==> config.mk <==
export PLATFORM = sky130hd
export DESIGN_NAME = multicycle_ctrl_flat
export DESIGN_NICKNAME = d
export VERILOG_FILES = /design/src/rtl/multicycle_ctrl_pkg.sv /design/src/rtl/multicycle_ctrl_if.sv /design/src/rtl/multicycle_ctrl_decode.sv /design/src/rtl/multicycle_ctrl.sv /design/src/flat_wrapper.sv
export SDC_FILE = /design/constraint.sdc
export NUM_CORES = 1
export LEC_CHECK = 0
export CORE_ASPECT_RATIO = 2
export CORE_MARGIN = 2
export CORE_UTILIZATION = 28
export CTS_CLUSTER_DIAMETER = 50
export DETAILED_ROUTE_END_ITERATION = 10
export GPL_ROUTABILITY_DRIVEN = 0
export GPL_TIMING_DRIVEN = 0
export PLACE_DENSITY_LB_ADDON = 0.15
export SLEW_MARGIN = 20
export SYNTH_ARGS = -nofsm -noshare
export SYNTH_HDL_FRONTEND = slang
export SYNTH_SLANG_ARGS = --single-unit
==> constraint.sdc <==
create_clock -name clk -period 3.57 [get_ports clk]
set_clock_uncertainty 0.1 [all_clocks]
set_input_delay 0.5355 -clock clk [delete_from_list [all_inputs] [get_ports clk]]
set_output_delay 0.5355 -clock clk [all_outputs]
set_load 0.02 [all_outputs]
==> src/rtl/multicycle_ctrl_pkg.sv <==
// ---------------------------------------------------------------------------
// multicycle_ctrl_pkg
// Shared definitions for the multicycle MIPS control unit:
//   - FSM state encoding (also exported on the debug state port)
//   - instruction classes produced by the decoder
//   - ALUOp_* operation codes and EXT_* immediate-extension codes
//   - datapath mux select codes (pc_src, reg_dst, wb_sel, alu_src_b)
//   - opcode / funct constants for the supported instruction subset
// ---------------------------------------------------------------------------
package multicycle_ctrl_pkg;

   // FSM states; the numeric values are visible on the debug port
   typedef enum logic [2:0] {
      S_FETCH  = 3'd0,
      S_DECODE = 3'd1,
      S_EXEC   = 3'd2,
      S_MEM    = 3'd3,
      S_WB     = 3'd4,
      S_TRAP   = 3'd7
   } state_t;

   // Instruction classes: enough to steer the FSM and the registered fields
   typedef enum logic [3:0] {
      C_RTYPE   = 4'd0,
      C_SHIFT   = 4'd1,
      C_ITYPE   = 4'd2,
      C_LUI     = 4'd3,
      C_LOAD    = 4'd4,
      C_STORE   = 4'd5,
      C_BRANCH  = 4'd6,
      C_JUMP    = 4'd7,
      C_JAL     = 4'd8,
      C_JR      = 4'd9,
      C_ILLEGAL = 4'd10
   } iclass_t;

   // ALU operation codes
   localparam logic [4:0] ALUOp_AND  = 5'd0;
   localparam logic [4:0] ALUOp_OR   = 5'd1;
   localparam logic [4:0] ALUOp_ADD  = 5'd2;
   localparam logic [4:0] ALUOp_ADDU = 5'd3;
   localparam logic [4:0] ALUOp_SUB  = 5'd6;
   localparam logic [4:0] ALUOp_SUBU = 5'd7;
   localparam logic [4:0] ALUOp_SLT  = 5'd8;
   localparam logic [4:0] ALUOp_SLL  = 5'd9;
   localparam logic [4:0] ALUOp_SRL  = 5'd10;
   localparam logic [4:0] ALUOp_SRA  = 5'd11;
   localparam logic [4:0] ALUOp_LUI  = 5'd12;

   // Immediate extension modes
   localparam logic [1:0] EXT_ZERO    = 2'd0;
   localparam logic [1:0] EXT_SIGNED  = 2'd1;
   localparam logic [1:0] EXT_HIGHPOS = 2'd2;

   // PC source select
   localparam logic [1:0] PC_SRC_PC4    = 2'b00;
   localparam logic [1:0] PC_SRC_BRANCH = 2'b01;
   localparam logic [1:0] PC_SRC_JUMP   = 2'b10;
   localparam logic [1:0] PC_SRC_RS     = 2'b11;

   // Register file destination select
   localparam logic [1:0] REG_DST_RT  = 2'b00;
   localparam logic [1:0] REG_DST_RD  = 2'b01;
   localparam logic [1:0] REG_DST_R31 = 2'b10;

   // Write-back source select
   localparam logic [1:0] WB_SEL_ALU = 2'b00;
   localparam logic [1:0] WB_SEL_MEM = 2'b01;
   localparam logic [1:0] WB_SEL_PC  = 2'b10;

   // ALU B operand select
   localparam logic [1:0] ALUB_RT   = 2'b00;
   localparam logic [1:0] ALUB_IMM  = 2'b01;
   localparam logic [1:0] ALUB_FOUR = 2'b10;

   // Opcodes (IR[31:26])
   localparam logic [5:0] OP_RTYPE = 6'b000000;
   localparam logic [5:0] OP_J     = 6'b000010;
   localparam logic [5:0] OP_JAL   = 6'b000011;
   localparam logic [5:0] OP_BEQ   = 6'b000100;
   localparam logic [5:0] OP_BNE   = 6'b000101;
   localparam logic [5:0] OP_ADDI  = 6'b001000;
   localparam logic [5:0] OP_SLTI  = 6'b001010;
   localparam logic [5:0] OP_ORI   = 6'b001101;
   localparam logic [5:0] OP_LUI   = 6'b001111;
   localparam logic [5:0] OP_LW    = 6'b100011;
   localparam logic [5:0] OP_SW    = 6'b101011;

   // R-type funct codes (IR[5:0])
   localparam logic [5:0] F_SLL  = 6'b000000;
   localparam logic [5:0] F_SRL  = 6'b000010;
   localparam logic [5:0] F_SRA  = 6'b000011;
   localparam logic [5:0] F_JR   = 6'b001000;
   localparam logic [5:0] F_ADD  = 6'b100000;
   localparam logic [5:0] F_ADDU = 6'b100001;
   localparam logic [5:0] F_SUB  = 6'b100010;
   localparam logic [5:0] F_SUBU = 6'b100011;
   localparam logic [5:0] F_AND  = 6'b100100;
   localparam logic [5:0] F_OR   = 6'b100101;
   localparam logic [5:0] F_SLT  = 6'b101010;

endpackage

==> src/rtl/multicycle_ctrl_if.sv <==
// ---------------------------------------------------------------------------
// multicycle_ctrl_if
// Bundle between the multicycle controller and its datapath / memory port.
//   master : the controller (consumes IR fields, ALU flag, mem_ready;
//            drives all enables, mux selects, status and debug state)
//   slave  : the datapath / memory side (the mirror image)
// Parameters: ALUCTRL_W (alu_ctrl width), CNT_W (instr_count width).
// ---------------------------------------------------------------------------
interface multicycle_ctrl_if #(
   parameter int unsigned ALUCTRL_W = 5,
   parameter int unsigned CNT_W     = 32
);
   logic [5:0]           opcode;
   logic [5:0]           funct;
   logic                 alu_zero;
   logic                 mem_ready;
   logic                 mem_re;
   logic                 mem_we;
   logic                 ir_we;
   logic                 pc_we;
   logic [1:0]           pc_src;
   logic                 reg_we;
   logic [1:0]           reg_dst;
   logic [1:0]           wb_sel;
   logic                 alu_src_a;
   logic [1:0]           alu_src_b;
   logic [1:0]           ext_op;
   logic [ALUCTRL_W-1:0] alu_ctrl;
   logic                 illegal;
   logic                 retire;
   logic [CNT_W-1:0]     instr_count;
   logic [2:0]           state;

   modport master (
      input  opcode, funct, alu_zero, mem_ready,
      output mem_re, mem_we, ir_we, pc_we, pc_src, reg_we, reg_dst, wb_sel,
             alu_src_a, alu_src_b, ext_op, alu_ctrl, illegal, retire,
             instr_count, state
   );

   modport slave (
      output opcode, funct, alu_zero, mem_ready,
      input  mem_re, mem_we, ir_we, pc_we, pc_src, reg_we, reg_dst, wb_sel,
             alu_src_a, alu_src_b, ext_op, alu_ctrl, illegal, retire,
             instr_count, state
   );
endinterface

==> src/rtl/multicycle_ctrl_decode.sv <==
// ---------------------------------------------------------------------------
// multicycle_ctrl_decode
// Purely combinational instruction decoder.
//   opcode, funct : IR[31:26], IR[5:0]
//   iclass        : instruction class steering the FSM
//   alu_op        : ALUOp_* code for the EXEC cycle
//   ext_op        : EXT_* immediate extension for the EXEC cycle
// Any opcode or R-type funct outside the supported set maps to C_ILLEGAL.
// ---------------------------------------------------------------------------
module multicycle_ctrl_decode
   import multicycle_ctrl_pkg::*;
(
   input  logic [5:0] opcode,
   input  logic [5:0] funct,
   output iclass_t    iclass,
   output logic [4:0] alu_op,
   output logic [1:0] ext_op
);

   // Opcode/funct to class, ALU operation and extension mode
   always_comb begin
      iclass = C_ILLEGAL;
      alu_op = ALUOp_ADD;
      ext_op = EXT_SIGNED;
      case (opcode)
         OP_RTYPE: begin
            case (funct)
               F_SLL:   begin iclass = C_SHIFT; alu_op = ALUOp_SLL;  end
               F_SRL:   begin iclass = C_SHIFT; alu_op = ALUOp_SRL;  end
               F_SRA:   begin iclass = C_SHIFT; alu_op = ALUOp_SRA;  end
               F_JR:    begin iclass = C_JR;    alu_op = ALUOp_ADD;  end
               F_ADD:   begin iclass = C_RTYPE; alu_op = ALUOp_ADD;  end
               F_ADDU:  begin iclass = C_RTYPE; alu_op = ALUOp_ADDU; end
               F_SUB:   begin iclass = C_RTYPE; alu_op = ALUOp_SUB;  end
               F_SUBU:  begin iclass = C_RTYPE; alu_op = ALUOp_SUBU; end
               F_AND:   begin iclass = C_RTYPE; alu_op = ALUOp_AND;  end
               F_OR:    begin iclass = C_RTYPE; alu_op = ALUOp_OR;   end
               F_SLT:   begin iclass = C_RTYPE; alu_op = ALUOp_SLT;  end
               default: begin iclass = C_ILLEGAL; end
            endcase
         end
         OP_J:    begin iclass = C_JUMP; end
         OP_JAL:  begin iclass = C_JAL;  end
         // Branches compare by subtraction and look at the zero flag
         OP_BEQ,
         OP_BNE:  begin iclass = C_BRANCH; alu_op = ALUOp_SUBU; end
         OP_ADDI: begin iclass = C_ITYPE;  alu_op = ALUOp_ADD; end
         OP_SLTI: begin iclass = C_ITYPE;  alu_op = ALUOp_SLT; end
         OP_ORI:  begin iclass = C_ITYPE;  alu_op = ALUOp_OR;  ext_op = EXT_ZERO; end
         OP_LUI:  begin iclass = C_LUI;    alu_op = ALUOp_LUI; ext_op = EXT_HIGHPOS; end
         OP_LW:   begin iclass = C_LOAD;   alu_op = ALUOp_ADD; end
         OP_SW:   begin iclass = C_STORE;  alu_op = ALUOp_ADD; end
         default: begin iclass = C_ILLEGAL; end
      endcase
   end

endmodule

==> src/rtl/multicycle_ctrl.sv <==
// ---------------------------------------------------------------------------
// multicycle_ctrl
// Multicycle MIPS control unit. Sequences each instruction through
// FETCH / DECODE / EXEC / MEM / WB, waits on mem_ready where configured,
// traps illegal encodings and counts retired instructions.
// Ports:
//   clk  : rising-edge clock
//   rst  : asynchronous active-high reset; aborts any instruction at once
//   bus  : multicycle_ctrl_if.master - IR fields, ALU zero flag and
//          mem_ready in; memory requests, datapath enables, mux selects,
//          illegal, retire, instr_count and debug state out
// Parameters:
//   ALUCTRL_W     : alu_ctrl width
//   MEM_HANDSHAKE : 1 = memory states wait for mem_ready, 0 = single cycle
//   CNT_W         : instr_count width
//   TRAP_HALT     : 1 = illegal opcode parks in TRAP, 0 = skip and refetch
// ---------------------------------------------------------------------------
module multicycle_ctrl
   import multicycle_ctrl_pkg::*;
#(
   parameter int unsigned ALUCTRL_W     = 5,
   parameter bit          MEM_HANDSHAKE = 1'b1,
   parameter int unsigned CNT_W         = 32,
   parameter bit          TRAP_HALT     = 1'b1
)(
   input  logic              clk,
   input  logic              rst,
   multicycle_ctrl_if.master bus
);

   state_t               state_r;
   state_t               next_state_s;

   iclass_t              dec_class_s;
   logic [4:0]           dec_alu_op_s;
   logic [1:0]           dec_ext_op_s;

   // Fields captured on the DECODE->EXEC edge
   iclass_t              class_r;
   logic                 bne_r;
   logic [ALUCTRL_W-1:0] alu_ctrl_r;
   logic [1:0]           ext_op_r;
   logic                 alu_src_a_r;
   logic [1:0]           alu_src_b_r;
   logic [1:0]           reg_dst_r;
   logic [1:0]           wb_sel_r;

   logic                 illegal_r;
   logic [CNT_W-1:0]     count_r;

   logic                 ready_s;
   logic                 latch_fields_s;
   logic                 illegal_set_s;
   logic                 mem_re_s;
   logic                 mem_we_s;
   logic                 ir_we_s;
   logic                 pc_we_s;
   logic [1:0]           pc_src_s;
   logic                 reg_we_s;
   logic [1:0]           reg_dst_s;
   logic [1:0]           wb_sel_s;
   logic                 alu_src_a_s;
   logic [1:0]           alu_src_b_s;
   logic [1:0]           ext_op_s;
   logic [ALUCTRL_W-1:0] alu_ctrl_s;
   logic                 retire_s;

   multicycle_ctrl_decode u_decode (
      .opcode (bus.opcode),
      .funct  (bus.funct),
      .iclass (dec_class_s),
      .alu_op (dec_alu_op_s),
      .ext_op (dec_ext_op_s)
   );

   // Without the handshake every memory access completes in its first cycle
   assign ready_s = MEM_HANDSHAKE ? bus.mem_ready : 1'b1;

   // FSM state register
   always_ff @(posedge clk or posedge rst) begin
      if (rst) begin
         state_r <= S_FETCH;
      end else begin
         state_r <= next_state_s;
      end
   end

   // Next-state and per-state datapath controls
   always_comb begin
      next_state_s   = state_r;
      latch_fields_s = 1'b0;
      illegal_set_s  = 1'b0;
      mem_re_s       = 1'b0;
      mem_we_s       = 1'b0;
      ir_we_s        = 1'b0;
      pc_we_s        = 1'b0;
      pc_src_s       = PC_SRC_PC4;
      reg_we_s       = 1'b0;
      retire_s       = 1'b0;
      // Outside DECODE the ALU/mux fields show the registered decode
      reg_dst_s      = reg_dst_r;
      wb_sel_s       = wb_sel_r;
      alu_src_a_s    = alu_src_a_r;
      alu_src_b_s    = alu_src_b_r;
      ext_op_s       = ext_op_r;
      alu_ctrl_s     = alu_ctrl_r;
      // While reset is held every request and enable stays low
      if (rst) begin
         next_state_s = S_FETCH;
      end else begin
         case (state_r)
            S_FETCH: begin
               mem_re_s = 1'b1;
               if (ready_s) begin
                  ir_we_s      = 1'b1;
                  pc_we_s      = 1'b1;
                  next_state_s = S_DECODE;
               end else begin
                  next_state_s = S_FETCH;
               end
            end
            S_DECODE: begin
               // ALU speculatively forms the branch target pc+4 + (imm<<2)
               alu_src_a_s = 1'b0;
               alu_src_b_s = ALUB_IMM;
               ext_op_s    = EXT_SIGNED;
               alu_ctrl_s  = ALUCTRL_W'(ALUOp_ADD);
               case (dec_class_s)
                  C_JUMP: begin
                     pc_we_s      = 1'b1;
                     pc_src_s     = PC_SRC_JUMP;
                     retire_s     = 1'b1;
                     next_state_s = S_FETCH;
                  end
                  C_JAL: begin
                     // Link register takes the already-incremented PC
                     pc_we_s      = 1'b1;
                     pc_src_s     = PC_SRC_JUMP;
                     reg_we_s     = 1'b1;
                     reg_dst_s    = REG_DST_R31;
                     wb_sel_s     = WB_SEL_PC;
                     retire_s     = 1'b1;
                     next_state_s = S_FETCH;
                  end
                  C_JR: begin
                     pc_we_s      = 1'b1;
                     pc_src_s     = PC_SRC_RS;
                     retire_s     = 1'b1;
                     next_state_s = S_FETCH;
                  end
                  C_ILLEGAL: begin
                     illegal_set_s = 1'b1;
                     next_state_s  = TRAP_HALT ? S_TRAP : S_FETCH;
                  end
                  default: begin
                     latch_fields_s = 1'b1;
                     next_state_s   = S_EXEC;
                  end
               endcase
            end
            S_EXEC: begin
               case (class_r)
                  C_BRANCH: begin
                     // beq takes on zero, bne on non-zero
                     pc_we_s      = bus.alu_zero ^ bne_r;
                     pc_src_s     = PC_SRC_BRANCH;
                     retire_s     = 1'b1;
                     next_state_s = S_FETCH;
                  end
                  C_LOAD,
                  C_STORE: begin
                     next_state_s = S_MEM;
                  end
                  default: begin
                     next_state_s = S_WB;
                  end
               endcase
            end
            S_MEM: begin
               if (class_r == C_STORE) begin
                  mem_we_s = 1'b1;
                  if (ready_s) begin
                     retire_s     = 1'b1;
                     next_state_s = S_FETCH;
                  end else begin
                     next_state_s = S_MEM;
                  end
               end else begin
                  mem_re_s = 1'b1;
                  if (ready_s) begin
                     next_state_s = S_WB;
                  end else begin
                     next_state_s = S_MEM;
                  end
               end
            end
            S_WB: begin
               reg_we_s     = 1'b1;
               retire_s     = 1'b1;
               next_state_s = S_FETCH;
            end
            S_TRAP: begin
               next_state_s = S_TRAP;
            end
            default: begin
               next_state_s = S_FETCH;
            end
         endcase
      end
   end

   // Decoded fields, captured once per instruction on DECODE->EXEC
   always_ff @(posedge clk or posedge rst) begin
      if (rst) begin
         class_r     <= C_RTYPE;
         bne_r       <= 1'b0;
         alu_ctrl_r  <= '0;
         ext_op_r    <= EXT_ZERO;
         alu_src_a_r <= 1'b0;
         alu_src_b_r <= ALUB_RT;
         reg_dst_r   <= REG_DST_RT;
         wb_sel_r    <= WB_SEL_ALU;
      end else if (latch_fields_s) begin
         class_r     <= dec_class_s;
         bne_r       <= (bus.opcode == OP_BNE);
         alu_ctrl_r  <= ALUCTRL_W'(dec_alu_op_s);
         ext_op_r    <= dec_ext_op_s;
         alu_src_a_r <= (dec_class_s == C_SHIFT);
         alu_src_b_r <= (dec_class_s inside {C_RTYPE, C_SHIFT, C_BRANCH}) ? ALUB_RT : ALUB_IMM;
         reg_dst_r   <= (dec_class_s inside {C_RTYPE, C_SHIFT}) ? REG_DST_RD : REG_DST_RT;
         wb_sel_r    <= (dec_class_s == C_LOAD) ? WB_SEL_MEM : WB_SEL_ALU;
      end
   end

   // Sticky illegal-instruction flag, cleared only by reset
   always_ff @(posedge clk or posedge rst) begin
      if (rst) begin
         illegal_r <= 1'b0;
      end else if (illegal_set_s) begin
         illegal_r <= 1'b1;
      end
   end

   // Retired-instruction counter, wraps naturally at 2^CNT_W
   always_ff @(posedge clk or posedge rst) begin
      if (rst) begin
         count_r <= '0;
      end else if (retire_s) begin
         count_r <= count_r + CNT_W'(1);
      end
   end

   assign bus.mem_re      = mem_re_s;
   assign bus.mem_we      = mem_we_s;
   assign bus.ir_we       = ir_we_s;
   assign bus.pc_we       = pc_we_s;
   assign bus.pc_src      = pc_src_s;
   assign bus.reg_we      = reg_we_s;
   assign bus.reg_dst     = reg_dst_s;
   assign bus.wb_sel      = wb_sel_s;
   assign bus.alu_src_a   = alu_src_a_s;
   assign bus.alu_src_b   = alu_src_b_s;
   assign bus.ext_op      = ext_op_s;
   assign bus.alu_ctrl    = alu_ctrl_s;
   assign bus.illegal     = illegal_r;
   assign bus.retire      = retire_s;
   assign bus.instr_count = count_r;
   assign bus.state       = state_r;

endmodule
==> src/flat_wrapper.sv <==
// flat-port wrapper written by rule: the top's interface ports become plain ports
module multicycle_ctrl_flat import multicycle_ctrl_pkg::*;
#(
   parameter int unsigned ALUCTRL_W     = 5,
   parameter bit          MEM_HANDSHAKE = 1'b1,
   parameter int unsigned CNT_W         = 32,
   parameter bit          TRAP_HALT     = 1'b1
)
  (clk, rst, bus_opcode, bus_funct, bus_alu_zero, bus_mem_ready, bus_mem_re, bus_mem_we, bus_ir_we, bus_pc_we, bus_pc_src, bus_reg_we, bus_reg_dst, bus_wb_sel, bus_alu_src_a, bus_alu_src_b, bus_ext_op, bus_alu_ctrl, bus_illegal, bus_retire, bus_instr_count, bus_state);
  multicycle_ctrl_if #(.ALUCTRL_W(ALUCTRL_W), .CNT_W(CNT_W)) bus_i ();
  input  logic clk;
  input  logic rst;
  input wire logic [$bits(bus_i.opcode)-1:0] bus_opcode;
  input wire logic [$bits(bus_i.funct)-1:0] bus_funct;
  input wire logic [$bits(bus_i.alu_zero)-1:0] bus_alu_zero;
  input wire logic [$bits(bus_i.mem_ready)-1:0] bus_mem_ready;
  output wire logic [$bits(bus_i.mem_re)-1:0] bus_mem_re;
  output wire logic [$bits(bus_i.mem_we)-1:0] bus_mem_we;
  output wire logic [$bits(bus_i.ir_we)-1:0] bus_ir_we;
  output wire logic [$bits(bus_i.pc_we)-1:0] bus_pc_we;
  output wire logic [$bits(bus_i.pc_src)-1:0] bus_pc_src;
  output wire logic [$bits(bus_i.reg_we)-1:0] bus_reg_we;
  output wire logic [$bits(bus_i.reg_dst)-1:0] bus_reg_dst;
  output wire logic [$bits(bus_i.wb_sel)-1:0] bus_wb_sel;
  output wire logic [$bits(bus_i.alu_src_a)-1:0] bus_alu_src_a;
  output wire logic [$bits(bus_i.alu_src_b)-1:0] bus_alu_src_b;
  output wire logic [$bits(bus_i.ext_op)-1:0] bus_ext_op;
  output wire logic [$bits(bus_i.alu_ctrl)-1:0] bus_alu_ctrl;
  output wire logic [$bits(bus_i.illegal)-1:0] bus_illegal;
  output wire logic [$bits(bus_i.retire)-1:0] bus_retire;
  output wire logic [$bits(bus_i.instr_count)-1:0] bus_instr_count;
  output wire logic [$bits(bus_i.state)-1:0] bus_state;
  assign bus_i.opcode = bus_opcode;
  assign bus_i.funct = bus_funct;
  assign bus_i.alu_zero = bus_alu_zero;
  assign bus_i.mem_ready = bus_mem_ready;
  assign bus_mem_re = bus_i.mem_re;
  assign bus_mem_we = bus_i.mem_we;
  assign bus_ir_we = bus_i.ir_we;
  assign bus_pc_we = bus_i.pc_we;
  assign bus_pc_src = bus_i.pc_src;
  assign bus_reg_we = bus_i.reg_we;
  assign bus_reg_dst = bus_i.reg_dst;
  assign bus_wb_sel = bus_i.wb_sel;
  assign bus_alu_src_a = bus_i.alu_src_a;
  assign bus_alu_src_b = bus_i.alu_src_b;
  assign bus_ext_op = bus_i.ext_op;
  assign bus_alu_ctrl = bus_i.alu_ctrl;
  assign bus_illegal = bus_i.illegal;
  assign bus_retire = bus_i.retire;
  assign bus_instr_count = bus_i.instr_count;
  assign bus_state = bus_i.state;
  multicycle_ctrl #(.ALUCTRL_W(ALUCTRL_W), .MEM_HANDSHAKE(MEM_HANDSHAKE), .CNT_W(CNT_W), .TRAP_HALT(TRAP_HALT)) u_core (.clk(clk), .rst(rst), .bus(bus_i));
endmodule
==> flow_summary.ini <==
[logic_synthesis]
synth_top_family_by_area = simple AND/OR/NAND/NOR gates
async_reset_ff_frac = 1.00
ys_warn_count = 0
netlist_area_um2 = 3210
synth-simple-area-share = 0.287
synthMuxAreaShare = 0.0308
synth-edff-count = 0
synth_compound_area_frac = 0.132
synth_top_area_cell = dfrtp_1
netlist-cell-type-count = 69
ys_seq_elements = 51
syn_inst = 341
synth_top_area_share = 0.397
yosysMostFrequentCell = dfrtp_1
netlist_top_cells_count = dfrtp_1, nor2_1, nand2_1, xor2_1
syn_avg_cell_area_um2 = 9.43
ys_seq_area_frac = 0.397
synth-main-ff-cell = dfrtp_1
synth-xor-area-share = 0.0899
yosys.area_share.adder = 0.00389
synth.area.top_cells = dfrtp_1, xor2_1, xnor2_1, nor2_1, nor3_1

[routing]
drc_errors = 0
num_vias = 2838
initialDrtViolationCount = 82
first_pass_iters = 4
via_per_inst = 5.08
routed_wl_um = 9470
routedWlPerCell_um = 16.9
ant_nets = 0

[floorplan]
num_rows = 55
dieArea_um2 = 12400
die_h_um = 156
start_util = 0.285
ios = 74
core_um2 = 11300
die_w_um = 79.8

[worst_setup_path]
cp_max_fo = 5
end_kind = primary output
cp.required_ns = 2.93
startpoint_type = input port
worstPathArrival_ns = 2.72
critical_path_class = in2out
ff2ff_path_depth = 5

[clock_tree]
cts_setup_buffers = 0
clockBufferDepth = 2
cts_max_level = 2
cts_hold_buf = 0
clk_pin_slew_ns = 0.07
cts_made_buffers = 5
cts_root_buffer = clkbuf_16
clkSinkCount = 51
cts_tree = done
clock_latency_ns = 0.29

[timing]
period_share = 0.941
finalHoldViolCount = 0
worst_pin_slew_ns = 0.744
grt_setup_unrepaired = false
period_needed_ns = 3.36
finalSetupViolCount = 0
finalMaxSlewViolations = 0
slew-limit-headroom = 0.499
max_clock_freq_mhz = 298

[placement]
placed_area_um2 = 4070
numPortBuffers = 67
dp.cells = 551
dpl.hpwl_um = 7300

[global_route]
grt_max_degree = 53
grt_overflow_total = 0
antenna_found_initial = 0
grt_pass1_wl_um = 15400
grt_pass1_vias = 2951
groute.usage.overall = 0.159

[final_layout]
design_area_um2 = 4220
nNetsFinal = 433
fillCellCount = 1164
layout-drive-gt1-share = 0.141
syn2layout_area_growth_pct = 31.4
instances_no_fill = 559
n_antenna_cell = 0
final_core_util = 0.374

[hold_path]
hold_path.class = in2async

[run_status]
status = completed

[job]
max_cap_viol_count = 0

[power]
vdd_drop_max_uv = 277
leakagePower_nw = 1.76
cellPowerDensity_nw_per_um2 = 370
worst max-delay path, stage by stage:
cell,delay [ns]
clkdlybuf4s50_1,0.52
nor4_4,0.38
nand2_1,0.16
or3_4,0.40
nor2_1,0.14
a21oi_1,0.09
nor3_1,0.14
dlygate4sd2_1,0.36
report_power, final:
part / switching [mW] / internal (mW)
clock: 0.219 / 0.257
combinational: 0.216 / 0.188
sequential: 0.0510 / 0.632
total: 0.486 / 1.08
routing by layer:
| metal | share of wire | GRT usage | routed length, um |
|---|---|---|---|
| met1 | 0.35 | 0.161 | 3320 |
| met2 | 0.59 | 0.317 | 5570 |
| met3 | 0.031 | 0.0174 | 290 |
| met4 | 0.030 | 0.0605 | 283 |
| met5 | 0 | 0 | 0 |
final cells by class:
class	count	area, um2	area share
well taps	142	178	0.0421
inverters	13	51.3	0.0121
clock inverters	3	15.0	0.00355
repair buffers	67	669	0.158
multi-input cells	257	1770	0.419
plain buffers	21	139	0.0329
flip-flops and latches	51	1280	0.302
clock buffers	5	125	0.0296
per-stage QoR:
stage	setup TNS, ns	hold slack, ns	worst slack [ns]	total power [mW]
global placement	-0.498	0.362	-0.254	1.10
global route	0	0.404	0.0773	1.65
finish	0	0.319	0.210	1.56
detailed placement	-0.497	0.366	-0.259	1.10
CTS	0	0.356	0.103	1.59
floorplan	0	0.347	0.940	0.927
cells by family after synthesis:
logic type,count (synthesis)
mux,9
buf+inv,34
simple gates,154
fa+ha+maj,1
xor+xnor,33
flops,51
compound gates,58
other cells,1
registers in the layout, summed over array words and instances, names as in the netlist:
name and count:
u_core.bus.state 3, u_core.alu_src_b_r 1, u_core.bne_r 1, u_core.class_r 4, u_core.ext_op_r 2, u_core.alu_src_a_r 1
u_core.alu_ctrl_r 4, u_core.bus.illegal 1, u_core.wb_sel_r 1, u_core.reg_dst_r 1, u_core.bus.instr_count 32
cell usage in the layout, fill, tap and decap left out, types with 5 or more instances in the layout:
master,n
clkdlybuf4s50_1,63
dfrtp_1,51
nor2_1,25
nand2_1,21
xor2_1,17
nor3_1,16
xnor2_1,16
nand3_1,14
o21ai_0,12
a21oi_1,12
inv_1,11
and2_1,11
nand4_1,11
nand2b_1,10
buf_2,9
nor2b_1,9
and3_1,7
mux2_2,7
buf_4,5
clkbuf_16,5
timing repair:
| item | CTS | global route |
|---|---|---|
| resized for setup | 5 | 2 |
| setup endpoints to repair | 3 | 2 |
| gates cloned | 0 | 0 |
path summary, 6_finish.rpt:
kind	from	to	slack, ns
min in group clk	u_core.bus.instr_count[31]$_DFFE_PP0P_	u_core.bus.instr_count[31]$_DFFE_PP0P_	0.37
setup / recovery	bus_opcode[5]	bus_pc_src[0]	0.21
setup reg to reg	u_core.bus.instr_count[2]$_DFFE_PP0P_	u_core.bus.instr_count[24]$_DFFE_PP0P_	1.34
max in group asynchronous	rst	u_core.alu_ctrl_r[1]$_DFFE_PP0P_	2.58
hold / removal	rst	u_core.bus.state[1]$_DFF_PP0_	0.32
hold reg to reg	u_core.bus.instr_count[31]$_DFFE_PP0P_	u_core.bus.instr_count[31]$_DFFE_PP0P_	0.37
Note: power is estimated with default switching activity, not from simulation.
